### src/rtl/pipe_scroller.sv
// rtl/pipe_scroller.sv - scrolls two pipe obstacles, spawns random gaps, counts passed pipes
module pipe_scroller #(
  parameter int unsigned TICK_DIV     = 833_333,
  parameter int unsigned STEP         = 2,
  parameter int unsigned SPAWN_X      = 720,
  parameter int unsigned PIPE2_INIT_X = 1080,
  parameter int unsigned BIRD_X       = 100
) (
  input  logic        clk,
  input  logic        reset,
  input  logic        start,
  input  logic        restart,
  input  logic        collision,
  output logic [10:0] pipe1_x,
  output logic [10:0] pipe1_y,
  output logic [10:0] pipe2_x,
  output logic [10:0] pipe2_y,
  output logic [7:0]  score,
  output logic        pipe_passed,
  output logic        running
);

  localparam logic [10:0] STEP_W    = 11'(STEP);
  localparam logic [10:0] SPAWN_W   = 11'(SPAWN_X);
  localparam logic [10:0] P2_INIT_W = 11'(PIPE2_INIT_X);
  localparam logic [10:0] BIRD_W    = 11'(BIRD_X);
  localparam logic [10:0] P1_INIT_Y = 11'd300;
  localparam logic [10:0] P2_INIT_Y = 11'd250;
  localparam logic [10:0] GAP_BASE  = 11'd160;
  localparam logic [19:0] TICK_LAST = 20'(TICK_DIV - 1);
  localparam logic [7:0]  LFSR_SEED = 8'hA5;

  typedef enum logic [1:0] {
    IDLE   = 2'd0,
    RUN    = 2'd1,
    FROZEN = 2'd2
  } state_t;

  state_t      state_q;
  logic [19:0] cnt_q;
  logic [7:0]  lfsr_q, lfsr_d;
  logic [10:0] p1_x_q, p1_y_q, p2_x_q, p2_y_q;
  logic [7:0]  score_q, score_d;
  logic        pipe_passed_q, running_q;

  logic        wrap1, wrap2, pass1, pass2;
  logic [10:0] p1_x_d, p1_y_d, p2_x_d, p2_y_d;
  logic [8:0]  score_sum;
  logic [7:0]  gap2;

  // Free-running Fibonacci LFSR, taps 8,6,5,4, shifting toward the MSB.
  assign lfsr_d = {lfsr_q[6:0], lfsr_q[7] ^ lfsr_q[5] ^ lfsr_q[4] ^ lfsr_q[3]};
  assign gap2   = {lfsr_q[3:0], lfsr_q[7:4]};

  // Candidate positions for the next tick; only committed when the tick fires.
  always_comb begin
    wrap1  = p1_x_q < STEP_W;
    wrap2  = p2_x_q < STEP_W;
    p1_x_d = wrap1 ? SPAWN_W : (p1_x_q - STEP_W);
    p2_x_d = wrap2 ? SPAWN_W : (p2_x_q - STEP_W);
    p1_y_d = wrap1 ? (GAP_BASE + {3'b000, lfsr_q}) : p1_y_q;
    p2_y_d = wrap2 ? (GAP_BASE + {3'b000, gap2}) : p2_y_q;
    pass1  = !wrap1 && (p1_x_q >= BIRD_W) && (p1_x_d < BIRD_W);
    pass2  = !wrap2 && (p2_x_q >= BIRD_W) && (p2_x_d < BIRD_W);
    score_sum = {1'b0, score_q} + {8'd0, pass1} + {8'd0, pass2};
    score_d   = score_sum[8] ? 8'hFF : score_sum[7:0];
  end

  always_ff @(posedge clk or posedge reset) begin
    if (reset) begin
      state_q       <= IDLE;
      cnt_q         <= 20'd0;
      lfsr_q        <= LFSR_SEED;
      p1_x_q        <= SPAWN_W;
      p1_y_q        <= P1_INIT_Y;
      p2_x_q        <= P2_INIT_W;
      p2_y_q        <= P2_INIT_Y;
      score_q       <= 8'd0;
      pipe_passed_q <= 1'b0;
      running_q     <= 1'b0;
    end else begin
      lfsr_q        <= lfsr_d;
      pipe_passed_q <= 1'b0;
      if (restart) begin
        state_q   <= IDLE;
        cnt_q     <= 20'd0;
        p1_x_q    <= SPAWN_W;
        p1_y_q    <= P1_INIT_Y;
        p2_x_q    <= P2_INIT_W;
        p2_y_q    <= P2_INIT_Y;
        score_q   <= 8'd0;
        running_q <= 1'b0;
      end else begin
        case (state_q)
          IDLE: begin
            cnt_q <= 20'd0;
            if (start) begin
              state_q   <= RUN;
              running_q <= 1'b1;
            end
          end
          RUN: begin
            // Collision beats a tick on the same edge; the counter keeps its value.
            if (collision) begin
              state_q   <= FROZEN;
              running_q <= 1'b0;
            end else if (cnt_q == TICK_LAST) begin
              cnt_q         <= 20'd0;
              p1_x_q        <= p1_x_d;
              p1_y_q        <= p1_y_d;
              p2_x_q        <= p2_x_d;
              p2_y_q        <= p2_y_d;
              score_q       <= score_d;
              pipe_passed_q <= pass1 | pass2;
            end else begin
              cnt_q <= cnt_q + 20'd1;
            end
          end
          FROZEN: begin
            cnt_q <= 20'd0;
          end
          default: begin
            state_q   <= IDLE;
            running_q <= 1'b0;
          end
        endcase
      end
    end
  end

  assign pipe1_x     = p1_x_q;
  assign pipe1_y     = p1_y_q;
  assign pipe2_x     = p2_x_q;
  assign pipe2_y     = p2_y_q;
  assign score       = score_q;
  assign pipe_passed = pipe_passed_q;
  assign running     = running_q;

endmodule

### config.mk
export PLATFORM = sky130hd
export DESIGN_NAME = pipe_scroller
export DESIGN_NICKNAME = d
export VERILOG_FILES = /design/src/rtl/pipe_scroller.sv
export SDC_FILE = /design/constraint.sdc
export NUM_CORES = 1
export LEC_CHECK = 0
export CAP_MARGIN = 30
export CORE_ASPECT_RATIO = 2
export CORE_MARGIN = 5
export CORE_UTILIZATION = 44
export CTS_CLUSTER_DIAMETER = 200
export DETAILED_ROUTE_END_ITERATION = 8
export PLACE_DENSITY_LB_ADDON = 0.25
export RECOVER_POWER = 100
export SLEW_MARGIN = 20
export SYNTH_ARGS = -nofsm -noshare
export SYNTH_HDL_FRONTEND = slang
export SYNTH_SLANG_ARGS = --single-unit
### constraint.sdc
create_clock -name clk -period 2.8 [get_ports clk]
set_input_delay 0.56 -clock clk [delete_from_list [all_inputs] [get_ports clk]]
set_output_delay 0.56 -clock clk [all_outputs]
set_load 0.02 [all_outputs]
Word-level counts from Yosys, hierarchy flattened
Cells that the tools add are included.
- flip-flop bits (word level): 84
- input port bits: 5
- output and inout bits: 54
- logic and storage cells: 94
- add/subtract/negate cells: 7
- $lt $le $gt $ge: 6
- eq/ne operators: 8
- multiplexer cells: 41
- bitwise operators: 4
- reductions and logical operators: 18
- operators with widths (kind ; count):
    $mux 11 ; 20
    $mux 20 ; 3
    $mux 8 ; 5
    $pmux 20 s2 ; 1
    $ge 11x7->1 const B ; 2
    $lt 11x2->1 const B ; 2
    $lt 11x7->1 const B ; 2
    $sub 11x2->11 const B ; 2
    $add 20x1->20 const B ; 1
    $eq 20x20->1 const B ; 1
    $add 8x8->9 const A ; 2
    $add 8x1->9 ; 1
    $add 9x1->9 ; 1
    $ne 3x3->1 const B ; 3
    $reduce_and 4->1 ; 2
    $reduce_bool 2->1 ; 4
    $mux 1 ; 7
    $mux 2 ; 3
    $pmux 2 s3 ; 1
    $reduce_and 3->1 ; 2
    $logic_and 1x1->1 ; 4
    $ne 2x2->1 const B ; 2
    $pmux 1 s3 ; 1
    $reduce_bool 3->1 ; 1
    other kinds (8) ; 11

Depth between registers and ports, before layout
Gate-level depths: netlist of run 1.
- word-level depth: 11
- depth in mapped cells: 15
- mapped depth without buffers: 13

Worst setup path before layout of run 1
Ideal clock, no wire load.
- path type: flip-flop to flip-flop
- from: register p2_x_q[2], in the netlist pipe2_x[2]
- to: register score_q[3], in the netlist score[3]
- setup time: 0.137 ns
- arrival time: 2.992 ns
- data required time: 2.663 ns
- setup slack: -0.329 ns
- cell stages (with the launch flop): 15
- period minus slack after synthesis: 3.129 ns
- cells stage by stage: dfrtp_1 clkbuf_1 inv_1 ha_1 clkbuf_1 nand2_1 mux2i_1 o311a_1 fa_1 ha_1 nand3_1 nor3_1 a31o_2 a21oi_1 a211oi_1
- longest elaborated chain between the ends: 10
- ends and longest elaborated chain (what ; RTL line ; text):
    from (decl) ; 42 ; logic [10:0] p1_x_q, p1_y_q, p2_x_q, p2_y_q;
    from (signal assigned) ; 111 ; p2_x_q <= p2_x_d;
    $sub 11x2->11 or $lt 11x2->1 (tied branches) ; 60, 58 ;
    $mux 11 or $logic_not 1->1 (tied branches) ; 60, 64 ;
    $lt 11x7->1 or $logic_and 1x1->1 (tied branches) ; 64 ; pass2 = !wrap2 && (p2_x_q >= BIRD_W) && (p2_x_d < BIRD_W);
    $logic_and 1x1->1 * ; 64 ;
    $add 9x1->9 * ; 65 ; score_sum = {1'b0, score_q} + {8'd0, pass1} + {8'd0, pass2};
    $mux 8 * ; 66 ; score_d = score_sum[8] ? 8'hFF : score_sum[7:0];
    $mux 8 * ; 107 ; end else if (cnt_q == TICK_LAST) begin
    $mux 8 * ; 104 ; if (collision) begin
    $mux 8 * ; 94 ; case (state_q)
    $mux 8 * ; 84 ; if (restart) begin
    to (signal assigned) ; 113 ; score_q <= score_d;
    to (decl) ; 43 ; logic [7:0] score_q, score_d;
Every way passes the cells marked *; elsewhere a longest branch is shown, timed or not. The select of a mux whose other input is x is not followed.
A chain may end at the register's enable or synchronous reset.

Worst setup path after layout of run 1
- from: register p1_x_q[1], in the netlist pipe1_x[1]
- to: register score_q[3], in the netlist score[3]
- longest elaborated chain between the ends: 11
- ends and longest elaborated chain (what ; RTL line ; text):
    from (decl) ; 42 ;
    from (signal assigned) ; 109 ; p1_x_q <= p1_x_d;
    $sub 11x2->11 or $lt 11x2->1 (tied branches) ; 59, 57 ;
    $mux 11 or $logic_not 1->1 (tied branches) ; 59, 63 ;
    $lt 11x7->1 or $logic_and 1x1->1 (tied branches) ; 63 ; pass1 = !wrap1 && (p1_x_q >= BIRD_W) && (p1_x_d < BIRD_W);
    $logic_and 1x1->1 * ; 63 ;
    $add 8x1->9 * ; 65 ;
    $add 9x1->9 * ; 65 ;
    $mux 8 * ; 66 ;
    $mux 8 * ; 107 ;
    $mux 8 * ; 104 ;
    $mux 8 * ; 94 ;
    $mux 8 * ; 84 ;
Marks and branches as above.

==> impl_metrics.ini, run 1 <==
[run_status]
status = finished, final reports clean

[clocking]
cts_tree = yes
cts_max_level = 3
cts_root_buf = clkbuf_16
clockBufferDepth = 2
cts.sinks = 77
clock_latency_ns = 0.34
clkTransAtPathRegs_ns = 0.06
cts_buffers = 9

[layout]
layout-area-overhead-vs-synth_pct = 30.9
diodes = 0
nets = 527
drive_gt1_frac = 0.220
fill_cells = 849

[floorplanning]
fp-row-count = 50
chipWidth_um = 79.2
die_h_um = 148
dieArea_sq_um = 11800
core_sq_um = 9380
start_util = 0.449
num_io_pins = 59

[global_routing]
busiest_layer = met2
gr-usage-met1 = 0.201
met3_usage = 0.0345
grt-ovfl-total = 0
use_met2 = 0.376
grt_max_degree = 31
antenna_found_initial = 0
grt_usage = 0.195
grt_pass1_vias = 3631
grt_pass1_wl_um = 17900

[synthesis]
yosys_warnings = 0
ys_seq_area_frac = 0.464
ys_types = 63
synth_edf_count = 0
synth_seq_cells = 77
syn_area_per_cell_sq_um = 9.71
synthFlopType = dfrtp_1
syn-cell-area_sq_um = 4220
syn_inst = 434
ys_async_sr_fraction = 1.00

[sta]
tightest_slew_ns = 0.699
skew_ns = 0.00911
fin_crit_sh = 0.973
maxSlewViolCount = 0
whs_ns = 0.424
max_freq_ghz = 0.367
hold_viol_final = 0
period_needed_ns = 2.73
tns_ns = 0
setup_violations = 0
rsz0062_at_grt = yes
slew_headroom = 0.533

[setup_path]
cp-end-kind = register
cp_common_cell = ha_4
crit_path_start = pipe1_x[1]$_DFFE_PP0P_
crit_path_max_fanout = 5
arrival_ns = 2.97
timing.rr.start = pipe1_x[1]$_DFFE_PP0P_
path_cells = inv_2 > ha_4 > o31a_1 > a221o_1 > mux2i_1 > o221a_2 > fa_2 > ha_4 > nand3_4 > nor3_4 > a31o_2 > a21oi_1 > a211oi_1
cp_slowest_cell = dfrtp_2
crit_buf_inv = 1
cp_slowest_stage_delay_ns = 0.39
start_kind = register
critPathTopFamily = compound AO/OA/AOI/OAI gates
path_class = reg -> reg
required_ns = 3.05

[route]
drtIter0Drc = 197
drc_errors = 0
vias = 3684
wire_per_inst_um = 17.9
viasPerCell = 5.91
drt_wl_total_um = 11100
dr.pass1.iters = 5
antenna_left = 0

[placement]
globalplace.congestion = 0.900
portBuffers = 52
dp_hpwl_um = 8290

[flow_run]
max_cap_violations = 0

[power_and_ir_drop]
power.density_nw_per_um2 = 447
leakagePower_uw = 0.00221
peakVddDrop_mv = 0.338

[worst_hold_path]
hold_start = lfsr_q[0]$_DFF_PP1_
holdCritPathClass = reg -> reg
## final timing paths
check                                               to  slack [ns]  cells after the start
worst max-delay path              score[3]$_DFFE_PP0P_        0.07                     13
worst max register to register    score[3]$_DFFE_PP0P_        0.07                     13
worst min-delay path               lfsr_q[1]$_DFF_PP0_        0.42                      0
min in group asynchronous          running$_DFFE_PP0P_        0.51                      2
max in group asynchronous       pipe1_y[3]$_DFFE_PP1P_        1.54                      3
worst min register to register     lfsr_q[1]$_DFF_PP0_        0.42                      0
## registers in the layout (all words and copies together) (netlist names)
signal and count:
cnt_q 20, pipe1_x 10, pipe2_x 10, pipe1_y 9
pipe2_y 9, lfsr_q 8, score 8, pipe_passed 1
running 1, state_q 1
## layer usage
| metal | vias to the layer above | share of wire |
|---|---|---|
| met1 | 1835 | 0.36 |
| met5 | - | 0 |
| met4 | 0 | 0.019 |
| met2 | 73 | 0.58 |
| met3 | 19 | 0.034 |
| li1 | 1757 | - |
## synthesized netlist by cell type, types with 2 or more instances
| master | n | share of area |
|---|---|---|
| a2111oi_2 | 2 | 0.0071 |
| a211o_1 | 5 | 0.010 |
| a211oi_1 | 4 | 0.0071 |
| a21o_1 | 4 | 0.0071 |
| a21oi_1 | 31 | 0.037 |
| a22o_1 | 6 | 0.012 |
| a311o_1 | 2 | 0.0047 |
| a311oi_1 | 5 | 0.010 |
| a31oi_1 | 2 | 0.0030 |
| and2_1 | 2 | 0.0030 |
| and3_1 | 8 | 0.012 |
| and4_1 | 5 | 0.010 |
| and4bb_2 | 2 | 0.0059 |
| buf_2 | 5 | 0.0059 |
| buf_4 | 6 | 0.011 |
| clkbuf_1 | 16 | 0.014 |
| dfrtp_1 | 55 | 0.33 |
| dfstp_2 | 22 | 0.14 |
| ha_1 | 7 | 0.021 |
| inv_1 | 12 | 0.011 |
| mux2i_1 | 4 | 0.0095 |
| nand2_1 | 27 | 0.024 |
| nand2b_1 | 4 | 0.0059 |
| nand3_1 | 19 | 0.023 |
| nand3b_1 | 3 | 0.0053 |
| nand4_1 | 12 | 0.018 |
| nand4b_1 | 2 | 0.0042 |
| nor2_1 | 39 | 0.035 |
| nor2b_1 | 6 | 0.0089 |
| nor3_1 | 23 | 0.027 |
| nor3b_1 | 4 | 0.0071 |
| nor4_1 | 4 | 0.0059 |
| nor4b_1 | 2 | 0.0042 |
| nor4bb_1 | 3 | 0.0071 |
| o21a_1 | 5 | 0.0089 |
| o21ai_0 | 10 | 0.012 |
| o21bai_1 | 3 | 0.0053 |
| o22a_1 | 4 | 0.0083 |
| o31a_1 | 2 | 0.0042 |
| o31ai_1 | 5 | 0.0089 |
| or2_2 | 2 | 0.0030 |
| or3_1 | 8 | 0.012 |
| or4_1 | 2 | 0.0036 |
| xnor2_1 | 9 | 0.019 |
| xor2_1 | 13 | 0.027 |
## cell families after synthesis
logic type / Yosys count / synth area share
compound gates: 99 / 0.166
xor+xnor: 22 / 0.0457
fa+ha+maj: 8 / 0.0255
buf+inv: 40 / 0.0442
flops: 77 / 0.464
mux: 5 / 0.0122
other cells: 1 / 0.000890
simple gates: 182 / 0.242
## layout by cell type (no fill, tap or decap), types with 4 or more instances in the layout
master	netlist	layout
xor2_1	13	13
o31ai_1	5	5
nand4_1	12	12
clkbuf_16	0	9
dfstp_2	22	21
a22o_1	6	6
o21a_1	5	5
and3_1	8	7
or3_1	8	7
a21o_1	4	4
inv_1	12	10
a211o_1	5	5
ha_1	7	4
and4_1	5	4
nor3b_1	4	4
a211oi_1	4	4
o21ai_0	10	10
nand2b_1	4	4
dfrtp_2	0	4
xnor2_1	9	9
nor3_4	0	4
nor4_1	4	4
o22a_1	4	4
nand3_1	19	18
clkdlybuf4s50_1	0	52
a21oi_1	31	31
dfrtp_1	55	51
nor2_1	39	38
buf_4	6	39
nand2_1	27	27
a311oi_1	5	4
nor2b_1	6	5
nor3_1	23	17
mux2i_1	4	4
conb_1	1	6
## stage by stage
step	total power (uW)	area [sq um]	worst slack, ns	util	instances
2_1_floorplan	1200	4280	0.00149	-	439
3_3_place_gp	1220	5060	0.0332	0.539	605
3_5_place_dp	1230	5060	-0.0915	0.539	605
4_1_cts	2490	5470	0.000435	0.583	623
5_1_grt	2550	5520	-0.0654	0.588	623
6_report	2470	5520	0.0748	0.588	623
## layout make-up
type,instances,area (sq um),share of cell area
clock buffers,11,243,0.0440
flip-flops and latches,77,1960,0.355
inverters,12,45.0,0.00816
well taps,104,130,0.0236
repair buffers,92,825,0.149
multi-input cells,322,2230,0.405
clock inverters,5,83.8,0.0152
## worst reg2reg max path, stage by stage (launching register included)
cell and delay (ns):
dfrtp_2 0.39, inv_2 0.07, ha_4 0.17, o31a_1 0.24
a221o_1 0.26, mux2i_1 0.13, o221a_2 0.26, fa_2 0.27
ha_4 0.17, nand3_4 0.09, nor3_4 0.21, a31o_2 0.14
a21oi_1 0.06, a211oi_1 0.18
## power breakdown
| group | internal [uW] | switching (uW) |
|---|---|---|
| sequential | 1120 | 3.99 |
| clock | 808 | 457 |
| combinational | 21.9 | 61.5 |
| total | 1950 | 522 |
## repair_timing
action,CTS,global route
buffers inserted,2,0
setup endpoints to repair,6,8
gates cloned,0,0
hold buffers,0,0
resized for setup,12,11
pin swaps,10,4
Note: power is estimated with default switching activity, not from simulation.
==> inputs of run 2 (changes only) <==
Settings changed: ABC_AREA from default to 1, GPL_TIMING_DRIVEN from default to 0.
==> impl_metrics.ini, run 2 <==
[floorplanning]
die_h_um = 150
dieArea_sq_um = 12000
fp-row-count = 51
core_sq_um = 9640
start_util = 0.446
num_io_pins = 59
chipWidth_um = 79.9

[power_and_ir_drop]
power.total_uw = 2810
switchingPower_uw = 758
swShare = 0.269
comb_power_share = 0.157
power.density_nw_per_um2 = 493
seqPwrFrac = 0.431
leakagePower_uw = 0.00269
intPower_uw = 2060
power.share.clock = 0.412
peakVddDrop_mv = 0.379

[layout]
largest_reg_flops = 20
top_register = cnt_q
layout-area-overhead-vs-synth_pct = 32.7
layout_common_cells = 126 x nand2_1, 54 x nand3_1, 54 x dfrtp_1
drive_gt1_frac = 0.221
final_area_sq_um = 5710
layout_commonest_cell = nand2_1
instances_no_fill = 784
final_util = 0.593
diodes = 0
nets = 660

[placement]
dp_hpwl_um = 8920
portBuffers = 52
place_inst = 744
globalplace.congestion = 0.890
place_area_sq_um = 5040

[synthesis]
yosys.area.top_type = dfrtp_1
ys_seq_area_frac = 0.454
synthTopCellsByArea = dfrtp_1 32%, dfstp_2 13%, nand2_1 12%, nand3_1 6.7%, nor2_1 5.8%
synth_common_cells = 132 x nand2_1, 66 x nor2_1, 62 x inv_1
synthFlopType = dfrtp_1
synth_top_cell_area_share = 0.320
ys_types = 38
yosysMostFrequentCell = nand2_1
synth_edf_count = 0
synth_seq_cells = 77
syn-cell-area_sq_um = 4300
syn_inst = 554
yosys_warnings = 0
syn_area_per_cell_sq_um = 7.76
ys_async_sr_fraction = 1.00

[clocking]
cts_tree = yes
clockBufferDepth = 2
cts_root_buf = clkbuf_16
clkTransAtPathRegs_ns = 0.06
clock_latency_ns = 0.34
cts_buffers = 9
cts_max_level = 3
ctsHoldBuffers = 0
cts.sinks = 77

[sta]
period_needed_ns = 2.93
maxSlewViolCount = 0
hold_viol_final = 0
rsz0062_at_grt = yes
tightest_slew_ns = 1.23
slew_headroom = 0.178
skew_ns = 0.00609
max_freq_ghz = 0.342
setup_violations = 4
fin_crit_sh = 1.05
worst_slack_ns = -0.127

[route]
drt_wl_total_um = 12300
antenna_left = 0
vias = 4089
drtIter0Drc = 161
drc_errors = 0
viasPerCell = 5.22
wire_per_inst_um = 15.7
dr.pass1.iters = 4

[worst_hold_path]
holdCritPathClass = reg -> reg

[setup_path]
cp-end-kind = register
start_kind = register
arrival_ns = 3.16
crit_path_max_fanout = 5
path_class = reg -> reg
required_ns = 3.03

[flow_run]
max_cap_violations = 0

[global_routing]
grt_pass1_vias = 4153
grt_usage = 0.212
antenna_found_initial = 0
grt_max_degree = 52
grt-ovfl-total = 0
grt_pass1_wl_um = 19500

[run_status]
violations = negative setup slack
status = finished with violations
[run 2: cell families (layout without fill, tap and decap cells)]
family,after synthesis,after routing,synth area share
fa+ha+maj,8,8,0.0250
flops,77,77,0.454
buf+inv,82,175,0.0849
compound gates,57,57,0.0710
simple gates,310,310,0.325
xor+xnor,19,19,0.0387
other cells,1,6,0.000872
[run 2: cell type report]
class                   instances  area, sq um
multi-input cells             400         2210
clock buffers                  12          246
clock inverters                 4         47.5
repair buffers                 77          712
plain buffers                  16          118
fillers                       840         3930
inverters                      66          254
flip-flops and latches         77         1960
well taps                     132          165
[run 2: final timing paths]
path | start | slack [ns] | depth (start not counted) | endpoint
worst max-delay path | pipe2_x[2]$_DFFE_PP0P_ | -0.13 | 18 | score[1]$_DFFE_PP0P_
worst min-delay path | lfsr_q[4]$_DFF_PP0_ | 0.43 | 0 | lfsr_q[5]$_DFF_PP1_
worst max register to register | pipe2_x[2]$_DFFE_PP0P_ | -0.13 | 18 | score[1]$_DFFE_PP0P_
worst min register to register | lfsr_q[4]$_DFF_PP0_ | 0.43 | 0 | lfsr_q[5]$_DFF_PP1_
max in group asynchronous | reset | 0.58 | 3 | pipe2_y[8]$_DFFE_PP0P_
min in group asynchronous | reset | 0.92 | 2 | cnt_q[2]$_DFFE_PP0P_
[run 2: worst max-delay path, cell delays in order, from the launching register on]
cell,delay [ns]
dfrtp_1,0.42
inv_2,0.10
ha_4,0.18
nand2_4,0.08
nor2_4,0.11
nand2_4,0.08
nand2_2,0.09
nor2_2,0.04
a21oi_2,0.15
nor3b_4,0.25
fa_2,0.29
ha_4,0.16
nand2_4,0.06
nor3_4,0.21
nand2_2,0.10
inv_2,0.10
buf_4,0.11
a21oi_1,0.06
o22ai_1,0.24
[run 2: routing by layer]
metal | global-route usage | share of wire | vias up
met1 | 0.207 | 0.36 | 1953
li1 | - | - | 1961
met2 | 0.398 | 0.56 | 128
met3 | 0.0422 | 0.033 | 47
met4 | 0.120 | 0.049 | 0
met5 | 0 | 0 | -
[run 2: what timing repair did]
| action | 4_1_cts | 5_1_grt |
|---|---|---|
| buffers inserted | 14 | 10 |
| pin swaps | 4 | 12 |
| resized for setup | 31 | 36 |
| setup endpoints to repair | 8 | 8 |
[run 2: per-stage QoR]
step	setup slack [ns]	hold slack, ns	setup TNS [ns]
after global routing	-0.234	0.450	-1.18
after floorplan	0.0305	0.392	0
after detailed placement	-0.448	0.412	-2.79
after CTS	0.00756	0.421	0
final	-0.127	0.430	-0.155
after global placement	-1.27	0.405	-64.19
[run 2: power groups by stage]
stage | logic, uW | registers, uW | clock network [uW]
finish | 443 | 1210 | 1160
global route | 485 | 1220 | 1230
CTS | 424 | 1210 | 1170
global placement | 385 | 1230 | 0
detailed placement | 395 | 1230 | 0
floorplan | 204 | 1270 | 0
==> inputs of run 3 (changes only) <==
Settings changed: GPL_ROUTABILITY_DRIVEN from default to 0.
==> impl_metrics.ini, run 3 (synthesis results as in run 2) <==
[power_and_ir_drop]
power.share.clock = 0.405
comb_power_share = 0.158
power.density_nw_per_um2 = 492
swShare = 0.273
peakVddDrop_mv = 0.428
intPower_uw = 2010
switchingPower_uw = 758
leakagePower_uw = 0.00263
seqPwrFrac = 0.437
power.total_uw = 2770

[setup_path]
crit_path_max_fanout = 6
path_cells = clkinv_4 > ha_4 > buf_6 > xor2_2 > nor2_1 > nand3_1 > a21oi_2 > nor3b_4 > fa_2 > ha_4 > nand2_4 > nor3_4 > nand2_2 > inv_4 > buf_12 > a21oi_2 > o22ai_1
start_kind = register
cp_slowest_stage_delay_ns = 0.39
path_class = reg -> reg
arrival_ns = 3.12
required_ns = 3.03
cp-end-kind = register
cp_slowest_cell = dfrtp_2

[global_routing]
grt_pass1_wl_um = 19200
grt_max_degree = 51
grt-ovfl-total = 0
antenna_found_initial = 0
grt_usage = 0.207
grt_pass1_vias = 4086

[floorplanning]
start_util = 0.446
chipWidth_um = 79.9
num_io_pins = 59
dieArea_sq_um = 12000
core_sq_um = 9640
fp-row-count = 51
die_h_um = 150

[clocking]
clock_latency_ns = 0.33
cts_buffers = 9
cts_tree = yes
clkTransAtPathRegs_ns = 0.06
clockBufferDepth = 2
cts_max_level = 3
ctsHoldBuffers = 0
cts.sinks = 77
cts_root_buf = clkbuf_16

[run_status]
status = finished with violations
violations = max-capacitance violations, max-slew violations, negative setup slack

[layout]
nets = 651
layout_commonest_cell = nand2_1
instances_no_fill = 775
diodes = 0
layout_common_cells = 126 x nand2_1, 56 x inv_1, 55 x nor2_1
fill_cells = 854
final_area_sq_um = 5630
layout-area-overhead-vs-synth_pct = 30.8
drive_gt1_frac = 0.202
top_register = cnt_q
largest_reg_flops = 20

[sta]
rsz0062_at_grt = yes
max_freq_ghz = 0.347
hold_viol_final = 0
period_needed_ns = 2.88
fin_crit_sh = 1.03
skew_ns = 0.00640
setup_violations = 4
worst_slack_ns = -0.0839
slew_headroom = -0.242
maxSlewViolCount = 51
tightest_slew_ns = 1.86

[route]
drc_errors = 0
dr.pass1.iters = 4
drtIter0Drc = 152
antenna_left = 0
vias = 4077
drt_wl_total_um = 12300
wire_per_inst_um = 15.8
viasPerCell = 5.26

[flow_run]
max_cap_violations = 1

[worst_hold_path]
holdCritPathClass = reg -> reg

[placement]
place_inst = 744
dp_hpwl_um = 9030
place_area_sq_um = 5040
preCtsSetupSlack_ns = -0.410
portBuffers = 52
## run 3: what timing repair did
action	in CTS	in global routing
pin swaps	6	8
setup endpoints to repair	8	8
buffers inserted	4	11
resized for setup	22	39
## run 3: stage by stage
stage                     TNS, ns  utilization  hold WS, ns
after floorplan                 0            -        0.392
after global placement     -65.37        0.520        0.405
after detailed placement    -2.34        0.523        0.405
after CTS                       0        0.562        0.415
after global routing        -4.35        0.584        0.428
final                      -0.139        0.584        0.417
## run 3: per-layer routing
metal	up-vias	global-route usage	share of wire
met4	0	0.116	0.041
met3	41	0.0349	0.030
met5	-	0	0
met1	1989	0.203	0.35
met2	102	0.394	0.58
li1	1945	-	-
## run 3: power groups by stage
| stage | sequential [uW] | combinational [uW] | clock, uW |
|---|---|---|---|
| final | 1210 | 437 | 1120 |
| after global routing | 1220 | 476 | 1190 |
| after CTS | 1210 | 413 | 1140 |
| after detailed placement | 1230 | 394 | 0 |
| after global placement | 1230 | 386 | 0 |
| after floorplan | 1270 | 204 | 0 |
## run 3: path summary, 6_finish.rpt
kind	cells past startpoint	to	start	slack, ns
max in group asynchronous	3	pipe2_x[10]$_DFFE_PP1P_	reset	0.26
hold reg to reg	0	lfsr_q[3]$_DFF_PP0_	lfsr_q[2]$_DFF_PP1_	0.42
min in group asynchronous	2	pipe1_x[8]$_DFFE_PP0P_	reset	1.27
setup reg to reg	17	score[1]$_DFFE_PP0P_	pipe2_x[1]$_DFFE_PP0P_	-0.08
hold / removal	0	lfsr_q[3]$_DFF_PP0_	lfsr_q[2]$_DFF_PP1_	0.42
setup / recovery	17	score[1]$_DFFE_PP0P_	pipe2_x[1]$_DFFE_PP0P_	-0.08
## run 3: worst max-delay path: cells and delay by family, from the launching register on
kind | cells | cell delay (ns)
simple gates | 6 | 0.79
buf+inv | 4 | 0.39
xor+xnor | 1 | 0.14
fa+ha+maj | 3 | 0.61
compound gates | 3 | 0.44
flops | 1 | 0.39
## run 3: area by class of cell
class,count,area (sq um),share of cell area
Clock buffer,13,270,0.0480
Buffer,16,118,0.0209
Timing Repair Buffer,68,661,0.117
Inverter,66,255,0.0454
Multi-Input combinational cell,400,2180,0.388
Tap cell,132,165,0.0294
Sequential cell,77,1960,0.348
Clock inverter,3,20.0,0.00356
